### src/rtl/dot_product_mac_if.sv
`default_nettype none
// +----------------------------------------------------------------------------+
// | dot_product_mac_if : start/operand/result bundle of the dot-product MAC     |
// | Rev 1.0                                                                    |
// +----------------------------------------------------------------------------+
interface dot_product_mac_if #(
   parameter int WIDTH = 32
);
   logic             start;
   logic [WIDTH-1:0] bias;
   logic [WIDTH-1:0] x;
   logic [WIDTH-1:0] w;
   logic             in_valid;
   logic             in_ready;
   logic             busy;
   logic [WIDTH-1:0] sum;
   logic             out_valid;

   modport master (
      output start, bias, x, w, in_valid,
      input  in_ready, busy, sum, out_valid
   );

   modport slave (
      input  start, bias, x, w, in_valid,
      output in_ready, busy, sum, out_valid
   );
endinterface
`default_nettype wire

### src/rtl/dot_product_mac.sv
`default_nettype none
// +----------------------------------------------------------------------------+
// | dot_product_mac : sequential Q-format MAC, sum = sat(sum(x*w) + bias)       |
// | Rev 1.0                                                                    |
// +----------------------------------------------------------------------------+
module dot_product_mac #(
   parameter int WIDTH    = 32,
   parameter int FL       = 24,
   parameter int N_INPUTS = 4,
   parameter int CNT_W    = 8
) (
   input  logic              clk,
   input  logic              rst,
   input  logic              en,
   dot_product_mac_if.slave  mac
);
   localparam int ACC_W = 2*WIDTH - FL;
   localparam logic [CNT_W-1:0] C_LAST = CNT_W'(N_INPUTS - 1);
   localparam logic signed [ACC_W:0] C_MAX = {{(ACC_W+1-WIDTH){1'b0}}, 1'b0, {(WIDTH-1){1'b1}}};
   localparam logic signed [ACC_W:0] C_MIN = {{(ACC_W+2-WIDTH){1'b1}}, {(WIDTH-1){1'b0}}};

   typedef enum logic [1:0] {
      S_IDLE = 2'd0,
      S_ACC  = 2'd1,
      S_BIAS = 2'd2
   } state_t;

   state_t                  state_q, state_d;
   logic signed [ACC_W-1:0] acc_q, acc_d;
   logic [CNT_W-1:0]        cnt_q, cnt_d;
   logic [WIDTH-1:0]        bias_q, bias_d;
   logic [WIDTH-1:0]        sum_q, sum_d;
   logic                    out_valid_q, out_valid_d;

   logic signed [2*WIDTH-1:0] prod;
   logic signed [ACC_W-1:0]   term;
   logic signed [ACC_W:0]     total;
   logic [WIDTH-1:0]          sat;

   // Arithmetic shift of the full product floors toward minus infinity.
   assign prod  = (2*WIDTH)'($signed(mac.x)) * (2*WIDTH)'($signed(mac.w));
   assign term  = ACC_W'(prod >>> FL);
   assign total = {acc_q[ACC_W-1], acc_q} + {{(ACC_W+1-WIDTH){bias_q[WIDTH-1]}}, bias_q};

   always_comb begin
      sat = total[WIDTH-1:0];
      if (total > C_MAX) begin
         sat = {1'b0, {(WIDTH-1){1'b1}}};
      end else if (total < C_MIN) begin
         sat = {1'b1, {(WIDTH-1){1'b0}}};
      end
   end

   always_ff @(posedge clk) begin
      if (rst) begin
         state_q     <= S_IDLE;
         acc_q       <= '0;
         cnt_q       <= '0;
         bias_q      <= '0;
         sum_q       <= '0;
         out_valid_q <= 1'b0;
      end else begin
         state_q     <= state_d;
         acc_q       <= acc_d;
         cnt_q       <= cnt_d;
         bias_q      <= bias_d;
         sum_q       <= sum_d;
         out_valid_q <= out_valid_d;
      end
   end

   // With en low every next-state equals the current state, freezing the block.
   always_comb begin
      state_d     = state_q;
      acc_d       = acc_q;
      cnt_d       = cnt_q;
      bias_d      = bias_q;
      sum_d       = sum_q;
      out_valid_d = out_valid_q;
      if (en) begin
         out_valid_d = 1'b0;
         case (state_q)
            S_IDLE: begin
               if (mac.start) begin
                  acc_d   = '0;
                  cnt_d   = '0;
                  bias_d  = mac.bias;
                  state_d = S_ACC;
               end
            end
            S_ACC: begin
               if (mac.in_valid) begin
                  acc_d = acc_q + term;
                  cnt_d = cnt_q + CNT_W'(1);
                  if (cnt_q == C_LAST) begin
                     state_d = S_BIAS;
                  end
               end
            end
            S_BIAS: begin
               sum_d       = sat;
               out_valid_d = 1'b1;
               state_d     = S_IDLE;
            end
            default: begin
               state_d = S_IDLE;
            end
         endcase
      end
   end

   assign mac.in_ready  = (state_q == S_ACC) && en;
   assign mac.busy      = (state_q != S_IDLE);
   assign mac.sum       = sum_q;
   assign mac.out_valid = out_valid_q;
endmodule
`default_nettype wire

### src/flat_wrapper.sv
// flat-port wrapper written by rule: the top's interface ports become plain ports
module dot_product_mac_flat 
#(
   parameter int WIDTH    = 32,
   parameter int FL       = 24,
   parameter int N_INPUTS = 4,
   parameter int CNT_W    = 8
)
  (clk, rst, en, mac_start, mac_bias, mac_x, mac_w, mac_in_valid, mac_in_ready, mac_busy, mac_sum, mac_out_valid);
  dot_product_mac_if #(.WIDTH(WIDTH)) mac_i ();
  input  logic clk;
  input  logic rst;
  input  logic en;
  input wire logic [$bits(mac_i.start)-1:0] mac_start;
  input wire logic [$bits(mac_i.bias)-1:0] mac_bias;
  input wire logic [$bits(mac_i.x)-1:0] mac_x;
  input wire logic [$bits(mac_i.w)-1:0] mac_w;
  input wire logic [$bits(mac_i.in_valid)-1:0] mac_in_valid;
  output wire logic [$bits(mac_i.in_ready)-1:0] mac_in_ready;
  output wire logic [$bits(mac_i.busy)-1:0] mac_busy;
  output wire logic [$bits(mac_i.sum)-1:0] mac_sum;
  output wire logic [$bits(mac_i.out_valid)-1:0] mac_out_valid;
  assign mac_i.start = mac_start;
  assign mac_i.bias = mac_bias;
  assign mac_i.x = mac_x;
  assign mac_i.w = mac_w;
  assign mac_i.in_valid = mac_in_valid;
  assign mac_in_ready = mac_i.in_ready;
  assign mac_busy = mac_i.busy;
  assign mac_sum = mac_i.sum;
  assign mac_out_valid = mac_i.out_valid;
  dot_product_mac #(.WIDTH(WIDTH), .FL(FL), .N_INPUTS(N_INPUTS), .CNT_W(CNT_W)) u_core (.clk(clk), .rst(rst), .en(en), .mac(mac_i));
endmodule
### config.mk
export PLATFORM = sky130hd
export DESIGN_NAME = dot_product_mac_flat
export DESIGN_NICKNAME = d
export VERILOG_FILES = /design/src/rtl/dot_product_mac_if.sv /design/src/rtl/dot_product_mac.sv /design/src/flat_wrapper.sv
export SDC_FILE = /design/constraint.sdc
export NUM_CORES = 2
export LEC_CHECK = 0
export ABC_AREA = 1
export ABC_CLOCK_PERIOD_IN_PS = 31700
export BUFFER_PORTS_ARGS = -buffer_cell sky130_fd_sc_hd__buf_2
export CAP_MARGIN = 20
export CORE_UTILIZATION = 65
export CTS_CLUSTER_DIAMETER = 150
export DETAILED_ROUTE_END_ITERATION = 6
export PLACE_DENSITY_LB_ADDON = 0.1
export REMOVE_ABC_BUFFERS = 1
export SLEW_MARGIN = 10
export SYNTH_ARGS = -nofsm -noshare
export SYNTH_HDL_FRONTEND = slang
export SYNTH_SLANG_ARGS = --single-unit
export TNS_END_PERCENT = 30
### constraint.sdc
create_clock -name clk -period 31.7 [get_ports clk]
set_input_delay 9.51 -clock clk [delete_from_list [all_inputs] [get_ports clk]]
set_output_delay 9.51 -clock clk [all_outputs]
set_load 0.05 [all_outputs]
Yosys cells after proc, flatten, opt, wreduce, memory -nomap -nowiden. Index checks and enable logic that the tools add are counted.

Eq/ne operators: 6. Mux-type cells: 13. Reductions and logical operators: 8. $mul: 1. $add $sub $neg: 3. $lt $le $gt $ge: 2.

Operator list (count): 40-bit two-way mux (2); 40-bit case mux with 2 select lines (1); 32-bit by 32-bit multiplier with 64-bit output (1); 32-bit two-way mux (2); 40-bit by 32-bit adder with 41-bit output (1); 41-bit by 32-bit greater-than comparator with 1-bit output (second input constant) (1); 41-bit by 32-bit less-than comparator with 1-bit output (second input constant) (1); 40-bit adder (1); 8-bit two-way mux (2); 8-bit case mux with 2 select lines (1); 8-bit by 1-bit adder with 8-bit output (second input constant) (1); 8-bit by 2-bit == test with 1-bit output (second input constant) (1); 4-bit AND reduction (2); 2-bit two-way mux (3); 2-bit inequality test (second input constant) (2); 2-bit case mux with 2 select lines (1); 2-bit nonzero test (2); 3-bit AND reduction (1); 2-bit by 1-bit == test with 1-bit output (second input constant) (1); 2-bit == test (second input constant) (1); 2-bit logical NOT (1); 2-bit by 1-bit inequality test with 1-bit output (second input constant) (1); 2-bit AND reduction (1); 1-bit logical AND (1); 1-bit two-way mux (1).

Bits in registers: 115. Logic and storage cells: 39. Output and inout bits: 35. Input bits: 101.

Longest topological paths before layout.
Depth in word-level cells: 4. Gate-level depth with buffers: 46. Gate-level depth less buffers: 45.

Worst setup path after synthesis. Ideal clock, no wire load.

Kind: input to output. Start point: input en. End point: output mac_in_ready. Buffers on the path: 0. Stages: 2. Setup slack: 11.969 ns. Data arrival time: 10.221 ns. Required time: 22.190 ns. Path through: inv_1 > nor2_1.

Word-level cells in the longest chain between the ends: 1.

RTL lines: start, declared (line flat_wrapper.sv:13) `input logic en;`; 1-bit logical AND (line dot_product_mac.sv:112) `assign mac.in_ready = (state_q == S_ACC) && en;`; end, declared (line flat_wrapper.sv:19) `output wire logic [$bits(mac_i.in_ready)-1:0] mac_in_ready;`.

Every way passes these cells.

Worst setup path in the final report. Ends and elaborated chain as after synthesis.

==> results.ini <==
[floorplan]
die_area_mm2 = 0.0727
die_h_um = 270
io_pins = 136
initial_core_util = 0.660
die_w_um = 270
coreArea_mm2 = 0.0705
rows = 97

[drt]
antenna_left = 0
first_pass_iters = 7
routed_wl_um = 120000
remaining_drc_errors = 1
wl_per_cell_um = 17.2
vias_per_cell = 5.39
first_iter_violations = 2777
vias = 37600

[grt]
grt_util_all_layers = 0.348
antenna_found_initial = 0
gr-total-overflow = 0
grt_pass1_vias = 39500
grt_pass1_wl_um = 203000
grt_max_degree = 65

[synth]
syn_area_per_cell_um2 = 7.68
netlist_instances = 6066
synth_cell_type_count = 47
synth_edf_count = 0
synth_area_mm2 = 0.0466
synth_ff_type = dfxtp_1
ys_seq_elements = 115
ys_seq_area_frac = 0.0494
yosys_warnings = 0
async_flop_share = 0

[critical_path]
required_ns = 22.19
startpoint_type = primary input
r2r-end = u_core.mac.sum[5]
critPathArrivalTime_ns = 10.09
reg2reg_depth = 17
reg2reg_from = u_core.acc_q[0]
worst-path-max-fanout = 5
crit_path_end_kind = primary output
critPathLaunch = en
critical_path_class = primary input to primary output
r2r_slack_ns = 28.16

[sta]
skew_ns = 0.0164
finalCritPeriodShare = 0.618
tns_ns = 0
hold_viol_final = 0
fmax_mhz = 51.0
rsz0062_at_grt = false
setup_viol = 0
period_minus_slack_ns = 19.60
worst_pin_slew_ns = 1.02
setup_slack_ns = 12.10
slew_headroom = 0.317
final-max-slew-violation-count = 0
timing.hold.ws_ns = 0.464

[cells_and_area]
drive_above_1_share = 0.0506
insertedDiodeCount = 0
syn_to_final_growth_pct = 3.91
final_nets = 7465

[outcome]
failed_checks = DRC
status = finished, violations left

[hold_path]
hp-class = register to register
min_from = u_core.mac.sum[31]
whs_endpoint = u_core.mac.sum[31]
hold_depth = 2

[placed_design]
routabilityCongestion = 0.997
numPortBuffers = 135
post-place-ws_ns = 11.87
hpwl_um = 102000

[clock_network]
cts_buffers = 17
cts_resized = 0
cts_root_buf = clkbuf_16
cts_hold_buf = 0
clkTransAtPathRegs_ns = 0.06
cts_num_sinks = 115
cts.path.max_buffers = 2
clock_latency_ns = 0.43
cts_max_level = 4
postCtsSetupBuffers = 0
cts_tree = yes

[run]
drv_cap = 0

==> how the worst max path moves through the flow <==
| stage | to | slack (ns) | cells past startpoint |
|---|---|---|---|
| floorplan | mac_in_ready | 11.97 | 2 |
| global placement | u_core.acc_q[38] | 11.90 | 33 |
| detailed placement | u_core.acc_q[38] | 11.87 | 33 |
| CTS | mac_in_ready | 12.10 | 4 |
| global route | u_core.acc_q[38] | 11.37 | 33 |
| finish | mac_in_ready | 12.10 | 4 |
==> worst max-delay path, cell delays in order <==
cell	delay, ns
buf_2	0.12
inv_1	0.09
nor2_1	0.10
buf_2	0.27
==> cell usage after synthesis, types with 2 or more instances <==
cell type	n	area, um2
dfxtp_1	115	2300
buf_6	3	33.8
inv_2	7	26.3
o21ai_1	3	15.0
ha_1	261	3270
o221ai_1	5	43.8
o21a_1	19	143
a211oi_1	4	30.0
nor2_2	12	75.1
nand3_1	67	335
clkbuf_1	217	815
nand3b_1	3	22.5
nand2_1	1517	5690
nor4_1	7	43.8
a21o_1	11	82.6
a21oi_2	57	499
o21bai_1	18	135
or2_2	21	131
xor2_1	50	438
o211ai_1	6	45.0
and3_1	5	31.3
buf_1	2	7.51
nor3_1	27	135
xnor2_1	34	298
nor2_1	300	1130
o31ai_1	2	15.0
o21ai_0	168	841
fa_1	1083	21700
nand3_2	4	40.0
buf_8	2	30.0
nand2_2	5	31.3
nand4_1	23	144
a221oi_1	4	35.0
inv_1	1709	6410
buf_2	3	15.0
a21oi_1	247	1240
a21boi_0	5	37.5
a31oi_1	27	169
clkinv_1	5	18.8
==> layout by cell type, fill, tap and decap left out, drive strengths merged, types with 5 or more instances in the layout <==
| cell type | instances |
|---|---|
| a21boi | 5 |
| a21o | 11 |
| a21oi | 304 |
| a31oi | 27 |
| and3 | 5 |
| buf | 163 |
| clkbuf | 18 |
| clkinv | 11 |
| dfxtp | 115 |
| fa | 1083 |
| ha | 261 |
| inv | 1718 |
| nand2 | 1523 |
| nand3 | 71 |
| nand4 | 23 |
| nor2 | 312 |
| nor3 | 29 |
| nor4 | 7 |
| o211ai | 6 |
| o21a | 19 |
| o21ai | 171 |
| o21bai | 18 |
| o221ai | 5 |
| or2 | 21 |
| xnor2 | 34 |
| xor2 | 50 |
==> cell type report <==
cell class	count	area, um2
flip-flops and latches	115	2300
multi-input cells	4002	36900
well taps	940	1180
clock buffers	18	429
inverters	1721	6460
repair buffers	163	926
clock inverters	14	204
fillers	6125	22100
==> registers in the layout, summed over array words and instances, names as in the netlist <==
| signal | count |
|---|---|
| u_core.mac.out_valid | 1 |
| u_core.mac.sum | 32 |
| u_core.state_q | 2 |
| u_core.acc_q | 40 |
| u_core.bias_q | 32 |
| u_core.cnt_q | 8 |
==> cell families after synthesis <==
| family | Yosys count | synth area share |
|---|---|---|
| buffers and inverters | 1949 | 0.158 |
| AND/OR/NAND/NOR | 1996 | 0.169 |
| AO/OA/AOI/OAI | 578 | 0.0718 |
| XOR/XNOR | 84 | 0.0158 |
| adder cells (fa/ha/maj) | 1344 | 0.536 |
| flip-flops | 115 | 0.0494 |
==> through the flow <==
step,cell area (um2),utilization,instances
5_1_grt,48400,0.686,6973
4_1_cts,48300,0.686,6971
3_5_place_dp,47700,0.677,6939
2_1_floorplan,45700,-,5838
6_report,48400,0.686,6973
3_3_place_gp,47700,0.677,6939
==> layer usage <==
metal  vias up  part of all wire  global-route usage
li1      17300                 -                   -
met1     18600              0.41               0.480
met2      1456              0.49               0.598
met3       185             0.074              0.0409
met4         0             0.020              0.0673
met5         -                 0                   0
Power is left out: the tool's default activity adds up to more than one toggle a clock period on the data nets, which glitch-free logic cannot reach.
